--- config.mk ---
export PLATFORM = sky130hd
export DESIGN_NAME = alu_exec
export DESIGN_NICKNAME = d
export VERILOG_FILES = /design/src/rtl/alu_pkg.sv /design/src/rtl/alu_mul_seq.sv /design/src/rtl/alu_exec.sv
export SDC_FILE = /design/constraint.sdc
export NUM_CORES = 1
export LEC_CHECK = 0
export ABC_AREA = 0
export BUFFER_PORTS_ARGS = -buffer_cell sky130_fd_sc_hd__buf_4
export CAP_MARGIN = 0
export CORE_AREA = 2 2 210 212
export DETAILED_ROUTE_END_ITERATION = 8
export DIE_AREA = 0 0 212 214
export PLACE_DENSITY_LB_ADDON = 0.12
export SLEW_MARGIN = 20
export SYNTH_ARGS = -nofsm -noshare
export SYNTH_HDL_FRONTEND = slang
export SYNTH_SLANG_ARGS = --single-unit
--- constraint.sdc ---
create_clock -name clk -period 9.7 [get_ports clk]
set_clock_uncertainty 0.1 [all_clocks]
set_input_delay 0.485 -clock clk [delete_from_list [all_inputs] [get_ports clk]]
set_output_delay 0.485 -clock clk [all_outputs]
set_load 0.01 [all_outputs]
--- src/rtl/alu_pkg.sv ---
// Shared control codes and FSM state type for the ALU execution unit.
package alu_pkg;

  localparam int CTRL_W = 4;

  localparam logic [CTRL_W-1:0] ALU_AND   = 4'b0000;
  localparam logic [CTRL_W-1:0] ALU_OR    = 4'b0001;
  localparam logic [CTRL_W-1:0] ALU_ADD   = 4'b0010;
  localparam logic [CTRL_W-1:0] ALU_XOR   = 4'b0011;
  localparam logic [CTRL_W-1:0] ALU_ADDU  = 4'b0100;
  localparam logic [CTRL_W-1:0] ALU_SUBU  = 4'b0101;
  localparam logic [CTRL_W-1:0] ALU_SUB   = 4'b0110;
  localparam logic [CTRL_W-1:0] ALU_SLT   = 4'b0111;
  localparam logic [CTRL_W-1:0] ALU_MULT  = 4'b1000;
  localparam logic [CTRL_W-1:0] ALU_MULTU = 4'b1001;
  localparam logic [CTRL_W-1:0] ALU_LUI   = 4'b1010;
  localparam logic [CTRL_W-1:0] ALU_BRK   = 4'b1111;

  typedef enum logic [1:0] {
    ST_IDLE = 2'd0,
    ST_MUL  = 2'd1,
    ST_FIN  = 2'd2
  } state_t;

endpackage

--- src/rtl/alu_mul_seq.sv ---
// Iterative shift-add multiplier on operand magnitudes; one multiplier bit per cycle.
module alu_mul_seq #(
  parameter int WIDTH = 32
) (
  input  logic               clk,
  input  logic               rst,
  input  logic               load,
  input  logic [WIDTH-1:0]   a,
  input  logic [WIDTH-1:0]   b,
  input  logic               signed_op,
  output logic               step_done,
  output logic [2*WIDTH-1:0] product
);

  localparam int CW = $clog2(WIDTH);

  logic [2*WIDTH-1:0] mcand_q, mcand_d, acc_q, acc_d;
  logic [WIDTH-1:0]   mplier_q, mplier_d;
  logic [CW-1:0]      count_q, count_d;
  logic               run_q, run_d;
  logic [WIDTH-1:0]   a_mag, b_mag;

  // Signed ops work on magnitudes; the caller applies the product sign.
  assign a_mag = (signed_op && a[WIDTH-1]) ? -a : a;
  assign b_mag = (signed_op && b[WIDTH-1]) ? -b : b;

  assign step_done = run_q && (count_q == CW'(WIDTH - 1));
  assign product   = acc_q;

  always_comb begin
    mcand_d  = mcand_q;
    mplier_d = mplier_q;
    acc_d    = acc_q;
    count_d  = count_q;
    run_d    = run_q;
    if (load) begin
      mcand_d  = {{WIDTH{1'b0}}, a_mag};
      mplier_d = b_mag;
      acc_d    = '0;
      count_d  = '0;
      run_d    = 1'b1;
    end else if (run_q) begin
      if (mplier_q[0]) begin
        acc_d = acc_q + mcand_q;
      end
      mcand_d  = mcand_q << 1;
      mplier_d = mplier_q >> 1;
      count_d  = count_q + CW'(1);
      if (step_done) begin
        run_d = 1'b0;
      end
    end
  end

  always_ff @(posedge clk or posedge rst) begin
    if (rst) begin
      mcand_q  <= '0;
      mplier_q <= '0;
      acc_q    <= '0;
      count_q  <= '0;
      run_q    <= 1'b0;
    end else begin
      mcand_q  <= mcand_d;
      mplier_q <= mplier_d;
      acc_q    <= acc_d;
      count_q  <= count_d;
      run_q    <= run_d;
    end
  end

endmodule

--- src/rtl/alu_exec.sv ---
// ALU execution unit: single-cycle logic/arith/compare/LUI ops, iterative MULT/MULTU
// into HI/LO, and a sticky BREAK flag.
module alu_exec #(
  parameter int WIDTH  = 32,
  parameter int CTRL_W = 4
) (
  input  logic              clk,
  input  logic              rst,
  input  logic              start,
  input  logic [CTRL_W-1:0] control,
  input  logic [WIDTH-1:0]  a,
  input  logic [WIDTH-1:0]  b,
  output logic [WIDTH-1:0]  result,
  output logic              zero,
  output logic              ovf,
  output logic [WIDTH-1:0]  hi,
  output logic [WIDTH-1:0]  lo,
  output logic              busy,
  output logic              done,
  output logic              brk
);

  import alu_pkg::*;

  localparam int HALF = WIDTH / 2;

  state_t             state_q, state_d;
  logic [WIDTH-1:0]   result_q, result_d, hi_q, hi_d, lo_q, lo_d;
  logic               zero_q, zero_d, ovf_q, ovf_d, brk_q, brk_d;
  logic               done_q, done_d, sign_q, sign_d;
  logic               mul_load, step_done, is_mul, in_fin;
  logic [2*WIDTH-1:0] mul_prod, prod_fin;
  logic [WIDTH-1:0]   sum, diff, op_res;
  logic               op_ovf;

  alu_mul_seq #(.WIDTH(WIDTH)) u_mul (
    .clk       (clk),
    .rst       (rst),
    .load      (mul_load),
    .a         (a),
    .b         (b),
    .signed_op (control == ALU_MULT),
    .step_done (step_done),
    .product   (mul_prod)
  );

  assign sum      = a + b;
  assign diff     = a - b;
  assign is_mul   = (control == ALU_MULT) || (control == ALU_MULTU);
  assign in_fin   = (state_q == ST_FIN);
  assign prod_fin = sign_q ? -mul_prod : mul_prod;

  always_comb begin
    op_res = '0;
    op_ovf = 1'b0;
    case (control)
      ALU_AND:  op_res = a & b;
      ALU_OR:   op_res = a | b;
      ALU_XOR:  op_res = a ^ b;
      ALU_ADDU: op_res = sum;
      ALU_SUBU: op_res = diff;
      ALU_ADD: begin
        op_res = sum;
        op_ovf = (a[WIDTH-1] == b[WIDTH-1]) && (sum[WIDTH-1] != a[WIDTH-1]);
      end
      ALU_SUB: begin
        op_res = diff;
        op_ovf = (a[WIDTH-1] != b[WIDTH-1]) && (diff[WIDTH-1] != a[WIDTH-1]);
      end
      ALU_SLT:  op_res = {{(WIDTH-1){1'b0}}, ($signed(a) < $signed(b))};
      ALU_LUI:  op_res = b << HALF;
      default:  op_res = '0;
    endcase
  end

  always_comb begin
    state_d  = state_q;
    result_d = result_q;
    zero_d   = zero_q;
    ovf_d    = ovf_q;
    brk_d    = brk_q;
    done_d   = 1'b0;
    hi_d     = hi_q;
    lo_d     = lo_q;
    sign_d   = sign_q;
    mul_load = 1'b0;
    case (state_q)
      ST_IDLE: begin
        if (start) begin
          if (is_mul) begin
            mul_load = 1'b1;
            sign_d   = (control == ALU_MULT) && (a[WIDTH-1] ^ b[WIDTH-1]);
            state_d  = ST_MUL;
          end else begin
            result_d = op_res;
            zero_d   = (op_res == '0);
            ovf_d    = op_ovf;
            done_d   = 1'b1;
            if (control == ALU_BRK) begin
              brk_d = 1'b1;
            end
          end
        end
      end
      ST_MUL: begin
        if (step_done) begin
          state_d = ST_FIN;
        end
      end
      ST_FIN: begin
        hi_d    = prod_fin[2*WIDTH-1:WIDTH];
        lo_d    = prod_fin[WIDTH-1:0];
        state_d = ST_IDLE;
      end
      default: state_d = ST_IDLE;
    endcase
  end

  always_ff @(posedge clk or posedge rst) begin
    if (rst) begin
      state_q  <= ST_IDLE;
      result_q <= '0;
      zero_q   <= 1'b0;
      ovf_q    <= 1'b0;
      brk_q    <= 1'b0;
      done_q   <= 1'b0;
      hi_q     <= '0;
      lo_q     <= '0;
      sign_q   <= 1'b0;
    end else begin
      state_q  <= state_d;
      result_q <= result_d;
      zero_q   <= zero_d;
      ovf_q    <= ovf_d;
      brk_q    <= brk_d;
      done_q   <= done_d;
      hi_q     <= hi_d;
      lo_q     <= lo_d;
      sign_q   <= sign_d;
    end
  end

  // FIN presents the final product and done in the same cycle; hi_q/lo_q latch it on exit.
  assign done   = done_q | in_fin;
  assign hi     = in_fin ? prod_fin[2*WIDTH-1:WIDTH] : hi_q;
  assign lo     = in_fin ? prod_fin[WIDTH-1:0] : lo_q;
  assign busy   = (state_q != ST_IDLE);
  assign result = result_q;
  assign zero   = zero_q;
  assign ovf    = ovf_q;
  assign brk    = brk_q;

endmodule
==> run metrics, run 1 <==
Area after DPL approximately 0.024 mm²; initial antenna violation count 1; Vias/cell slightly above 6; Post-CTS Resized 0; post-detail-place hpwl 55050 µm; I/O Pins between 150 and 200; die width roughly 210 µm; R2R Setup Slk a little over 5 ns; cell count after placement about 3400; slowest CP cell or4_1; CTS tree yes; RSZ-0062 raised after global routing no; first-pass GRT wire length 115900 µm; r2r worst-path depth 13; Synth area leader dfrtp_1; clock sink count 269; # H-tree levels 2; Core Area about 0.043 mm²; Synth cell types between 80 and 90; final setup fails 0; drt pass-1 iters 6; syn avg cell area approximately 8.0 µm²; Required @ worst endpoint a little over 9 ns; Peak supply drop around 0.00017 V; Critical Path Start u_mul.product[2]; crit path DAT 4.75 ns; outcome completed; number of fill cells in the layout about 4000; Final Power between 6 and 7 mW; CP peak stage delay 0.53 ns; crit-path cells or3_4 -> or4_1 -> nor4_1 -> nand3_1 -> nor3_2 -> nand4_1 -> or2_1 -> or4_4 -> o31ai_1 -> xor2_1 -> o21ai_1 -> buf_4; Period minus WS final around 5.3 ns; worst hold path type in -> reg; Initial Utilization 0.5169; Post-CTS Setup Repair Bufs 0; DR iter-0 viols 1731; critical path endpoint hi[25]; Synth area leaders dfrtp_1 (30%), ha_1 (9.7%), nand2_1 (6.9%); multi-input gate area in the final layout between 0.01 and 0.015 mm²; DRT Wirelength between 70000 and 80000 µm; PortBufs 171; number of cell rows 76; most frequent cell after synthesis nand2_1; Buf+Inv Stages, Crit Path 1; routability cong. between 1 and 1.5; Vias 21230; Layout Cells excl Fill between 3000 and 4000; Num CTS Buffers 34; Synth Register Bits about 270; layout cells sized above 1 0.1029; Worst R2R End u_mul.product[63]; die height around 210 µm; sequential share of the synthesized area 0.3037; ANT cells 0; die area between 0.04 and 0.05 mm²; Cells after Synth ~2800; area grow syn2layout 12.63%; cell class contributing the biggest share of worst-path delay simple AND/OR/NAND/NOR gates; setup TNS 0 ns; max_cap viols 0; drt drc 0; Cell Pwr Density ~280 mW/mm²; ys flop type dfrtp_1; Skew-Pair Late Insertion Delay around 0.55 ns; vias in the first global route 20440; Fmax 0.1876 GHz; DRT antenna net count 0; pin count of the biggest net entering global routing approximately 140; Leakage ~12 nW; CTS clk-pin slew, worst paths 0.06 ns; Sequential Area roughly 0.0067 mm²; syn_nets 3012; Post-CTS Hold Fix Bufs 1; final hold violations 0; actual slew at the worst max-slew pin roughly 1.1 ns; worst reg2reg startpoint u_mul.product[10]; Max Fanout on Critical Path 6; yosys warns 0; design area approximately 0.025 mm²; gr usage total 0.3219; Layout Nets roughly 3000; Final period util 0.5495; commonest cells in the synthesized netlist nand2_1 (407), o21ai_0 (271), dfrtp_1 (269), a21oi_1 (196), nor2_1 (172); crit path launch type flop; Setup CP Type reg -> out; Worst setup EP type output port; drt wl/cell 21.39 µm; Max Slew Vio Count 0; clk buf depth 3; CP Depth 12; asr flop ratio synth 1.000; GRT overflow 0; Max-slew headroom 0.2893; Root Driver clkbuf_16; Synth Cell Area 0.02217 mm²; area share of the largest cell type after synthesis 0.3037; number of synthesized flops with an enable pin 0
stage by stage:
stage          utilization  setup WS (ns)  hold slack [ns]
5_1_grt             0.5821          4.029           0.1390
4_1_cts             0.5821          4.329           0.1188
3_5_place_dp        0.5546          4.492           0.3636
6_report            0.5821          4.369           0.1477
2_1_floorplan            -          1.705           0.3349
3_3_place_gp        0.5546          4.525           0.3561
worst min-delay path, delay by kind of cell:
kind | cells | cell delay [ns]
buffers and inverters | 1 | 0.14
and+or+nand+nor | 1 | 0.07
AOI/OAI and AO/OA | 1 | 0.07
registers in the layout (all words and copies together), names as in the netlist, 2 cells and up:
name and cells:
state_q 2, lo_q 32, u_mul.mplier_q 32, u_mul.count_q 5
hi_q 32, u_mul.mcand_q 64, u_mul.product 64, result 32
worst min path at each step:
stage	from	end	slack, ns	depth (start not counted)
3_5_place_dp	result[25]	result[25]	0.36	2
2_1_floorplan	state_q[1]	state_q[1]	0.33	1
4_1_cts	b[0]	u_mul.mplier_q[0]	0.12	3
5_1_grt	b[0]	u_mul.mplier_q[0]	0.14	3
6_report	b[0]	u_mul.mplier_q[0]	0.15	3
3_3_place_gp	brk	brk	0.36	1
cell families (layout without fill, tap and decap cells):
kind of cell,Yosys count,count (layout),share of synthesized area
XOR/XNOR,180,180,0.07112
multiplexers,106,106,0.04804
AO/OA/AOI/OAI,839,839,0.2386
buffers and inverters,282,373,0.04787
AND/OR/NAND/NOR,917,917,0.1915
adder cells (fa/ha/maj),174,174,0.09923
flip-flops,269,269,0.3037
power by group:
group	total (mW)	internal (mW)	switching, mW	leakage [nW]
sequential	2.02	1.56	0.465	3.40
combinational	3.54	1.51	2.03	7.66
clock	1.34	0.813	0.524	0.574
total	6.90	3.88	3.01	11.6
routing by layer:
metal	up-vias	track usage	wire length, µm
met1	10090	0.4342	32570
li1	10090	-	-
met5	-	0	16
met3	170	0.04941	4941
met4	2	0.1305	2987
met2	877	0.5156	33130
layout by cell type (no fill, tap or decap), types with 13 or more instances in the layout:
cell | netlist | layout
nand2_1 | 407 | 406
o21ai_0 | 271 | 271
dfrtp_1 | 269 | 267
a21oi_1 | 196 | 196
buf_4 | 0 | 188
nor2_1 | 172 | 172
ha_1 | 171 | 171
inv_1 | 121 | 120
mux2i_1 | 103 | 103
xnor2_1 | 98 | 98
xor2_1 | 82 | 82
nor3_1 | 59 | 58
nand3_1 | 52 | 51
o31ai_1 | 49 | 49
a21o_1 | 43 | 43
a31oi_1 | 36 | 36
clkbuf_16 | 0 | 35
and3_1 | 31 | 30
nor2b_1 | 26 | 26
nand4_1 | 26 | 26
a211oi_1 | 24 | 24
and2_1 | 25 | 24
o211ai_1 | 22 | 22
nand2b_1 | 23 | 21
nor4_1 | 22 | 21
or3_1 | 19 | 19
o21bai_1 | 18 | 18
a2111oi_0 | 13 | 13
a22oi_1 | 13 | 13
or4_1 | 13 | 13
final cells by class:
type / count / share of cell area
inverters: 124 / 0.01899
clock buffers: 48 / 0.04065
repair buffers: 190 / 0.05774
clock inverters: 11 / 0.006315
flip-flops and latches: 269 / 0.2698
multi-input cells: 2216 / 0.5772
well taps: 585 / 0.02932
(Power assumes the default switching activity.)
==> inputs of run 2 (changes only) <==
Clock period 9.7 ns to 5.05 ns, I/O delays scaled along.
==> run metrics, run 2 (same netlist as run 1, synthesis figures left out) <==
Vias/cell around 6; Max Slew Vio Count 0; CP peak stage delay between 0.5 and 0.6 ns; drt wl/cell 21.03 µm; CTS clk-pin slew, worst paths roughly 0.050 ns; Worst setup EP type output port; drt pass-1 iters 6; worst hold path type in -> reg; Final period util 0.9475; cell count after placement 3392; DP Worst Slack around 0.42 ns; PortBufs 171; Layout Cells excl Fill between 3000 and 4000; commonest non-fill, non-tap cell in the layout nand2_1; die width ~210 µm; final worst slack 0.2651 ns; clk buf depth 3; final hold violations 0; clock sink count 269; Fmax about 0.21 GHz; Period minus WS final 4.785 ns; gr usage total 0.3186; # H-tree levels 2; DRT antenna net count 0; Root Driver clkbuf_16; DR iter-0 viols 1567; Setup CP Type reg -> out; DRT Wirelength 73000 µm; layout cells sized above 1 0.1056; drt drc 0; ANT cells 0; actual slew at the worst max-slew pin ~1.1 ns; crit-path cells or3_4 -> or4_1 -> nor4_4 -> nand3_2 -> nor3_4 -> nand4_1 -> or2_1 -> or4_4 -> o31ai_1 -> xor2_1 -> o21ai_1 -> buf_4; Max-slew headroom 0.2580; Core Area 0.04289 mm²; Num CTS Buffers 35; max_cap viols 0; post-detail-place hpwl between 50000 and 60000 µm; final setup fails 0; crit path DAT 4.43 ns; slowest CP cell or4_1; Critical Path Start u_mul.product[2]; number of fill cells in the layout ~3900; crit path launch type flop; I/O Pins ~170; r2r worst-path depth 13; Cell Pwr Density around 530 mW/mm²; first-pass GRT wire length ~120000 µm; gr busiest metal met2; area grow syn2layout 13.98%; most frequent cells in the layout nand2_1 (406), o21ai_0 (271), dfrtp_1 (267); Sequential Area around 0.0067 mm²; setup TNS 0 ns; GR Util met3 0.04120; pin count of the biggest net entering global routing 143; initial antenna violation count 0; GRT overflow 0; routability cong. ~1.0; die height approximately 210 µm; Worst R2R End u_mul.product[63]; vias in the first global route 20600; multi-input gate area in the final layout 0.01443 mm²; post-layout util 0.5891; number of cell rows 76; CTS tree yes; Peak supply drop around 0.0003 V; Vias approximately 21000; worst reg2reg startpoint u_mul.product[10]; RSZ-0062 raised after global routing no; R2R Setup Slk around 0.58 ns; met1 usage 0.4285; Max Fanout on Critical Path 6; outcome completed; critical path endpoint hi[31]; Leakage 11.77 nW; Initial Utilization 0.5169; Layout Nets 3106; die area 0.04537 mm²; Skew-Pair Late Insertion Delay approximately 0.56 ns; Final Power approximately 13 mW; Required @ worst endpoint ~4.7 ns; met2 Use GR 0.5200
==> run 2: cell count changes in the layout (fill, tap and decap cells not counted), sizes merged <==
| cell | change |
|---|---|
| inv | -4 |
| buf | +9 |
| bufinv | -1 |
| dlygate4sd3 | +16 |
| clkbuf | +5 |
| clkinv | +4 |
==> run 2: how the worst min path moves through the flow <==
stage                     slack, ns                 to  depth (start not counted)  startpoint
final                          0.03  u_mul.mcand_q[10]                          4       a[10]
after floorplan                0.27  u_mul.mplier_q[0]                          2        b[0]
after CTS                     0.003  u_mul.mcand_q[30]                          4       a[30]
after detailed placement       0.36         result[23]                          2  result[23]
after global routing           0.04  u_mul.mcand_q[30]                          4       a[30]
after global placement         0.36                brk                          1         brk
==> run 2: worst max-delay path, delay by kind of cell, from the launching register on <==
family          cells  cell delay (ns)
simple gates        8             2.71
flops               1             0.44
compound gates      2             0.36
buf+inv             1             0.18
xor+xnor            1             0.17
==> run 2: through the flow <==
step | cell area (µm²) | hold slack, ns
after floorplan | 22170 | 0.2693
after CTS | 25240 | 0.003120
after detailed placement | 23860 | 0.3639
after global routing | 25260 | 0.03955
after global placement | 23860 | 0.3589
final | 25260 | 0.03098
==> run 2: area by class of cell <==
cell class / count / share of cell area
Inverter: 124 / 0.01862
Sequential cell: 269 / 0.2666
Multi-Input combinational cell: 2216 / 0.5711
Timing Repair Buffer: 215 / 0.06706
Clock inverter: 10 / 0.005547
Clock buffer: 53 / 0.04210
Tap cell: 585 / 0.02897
==> run 2: routing by layer <==
| metal | vias up | wire [µm] |
|---|---|---|
| met1 | 10150 | 32280 |
| met2 | 782 | 33420 |
| met3 | 164 | 4498 |
| li1 | 10110 | - |
| met4 | 0 | 2807 |
| met5 | - | 0 |
==> run 2: timing repair <==
item,4_1_cts,5_1_grt
setup buffers,0,0
hold endpoints to repair,285,0
pin swaps,0,0
resized for setup,1,3
setup endpoints to repair,4,3
hold buffers,17,0
==> run 2: power by group <==
part	switching, mW	internal [mW]
logic	3.81	2.92
clock network	1.01	1.57
registers	0.985	2.99
total	5.81	7.47
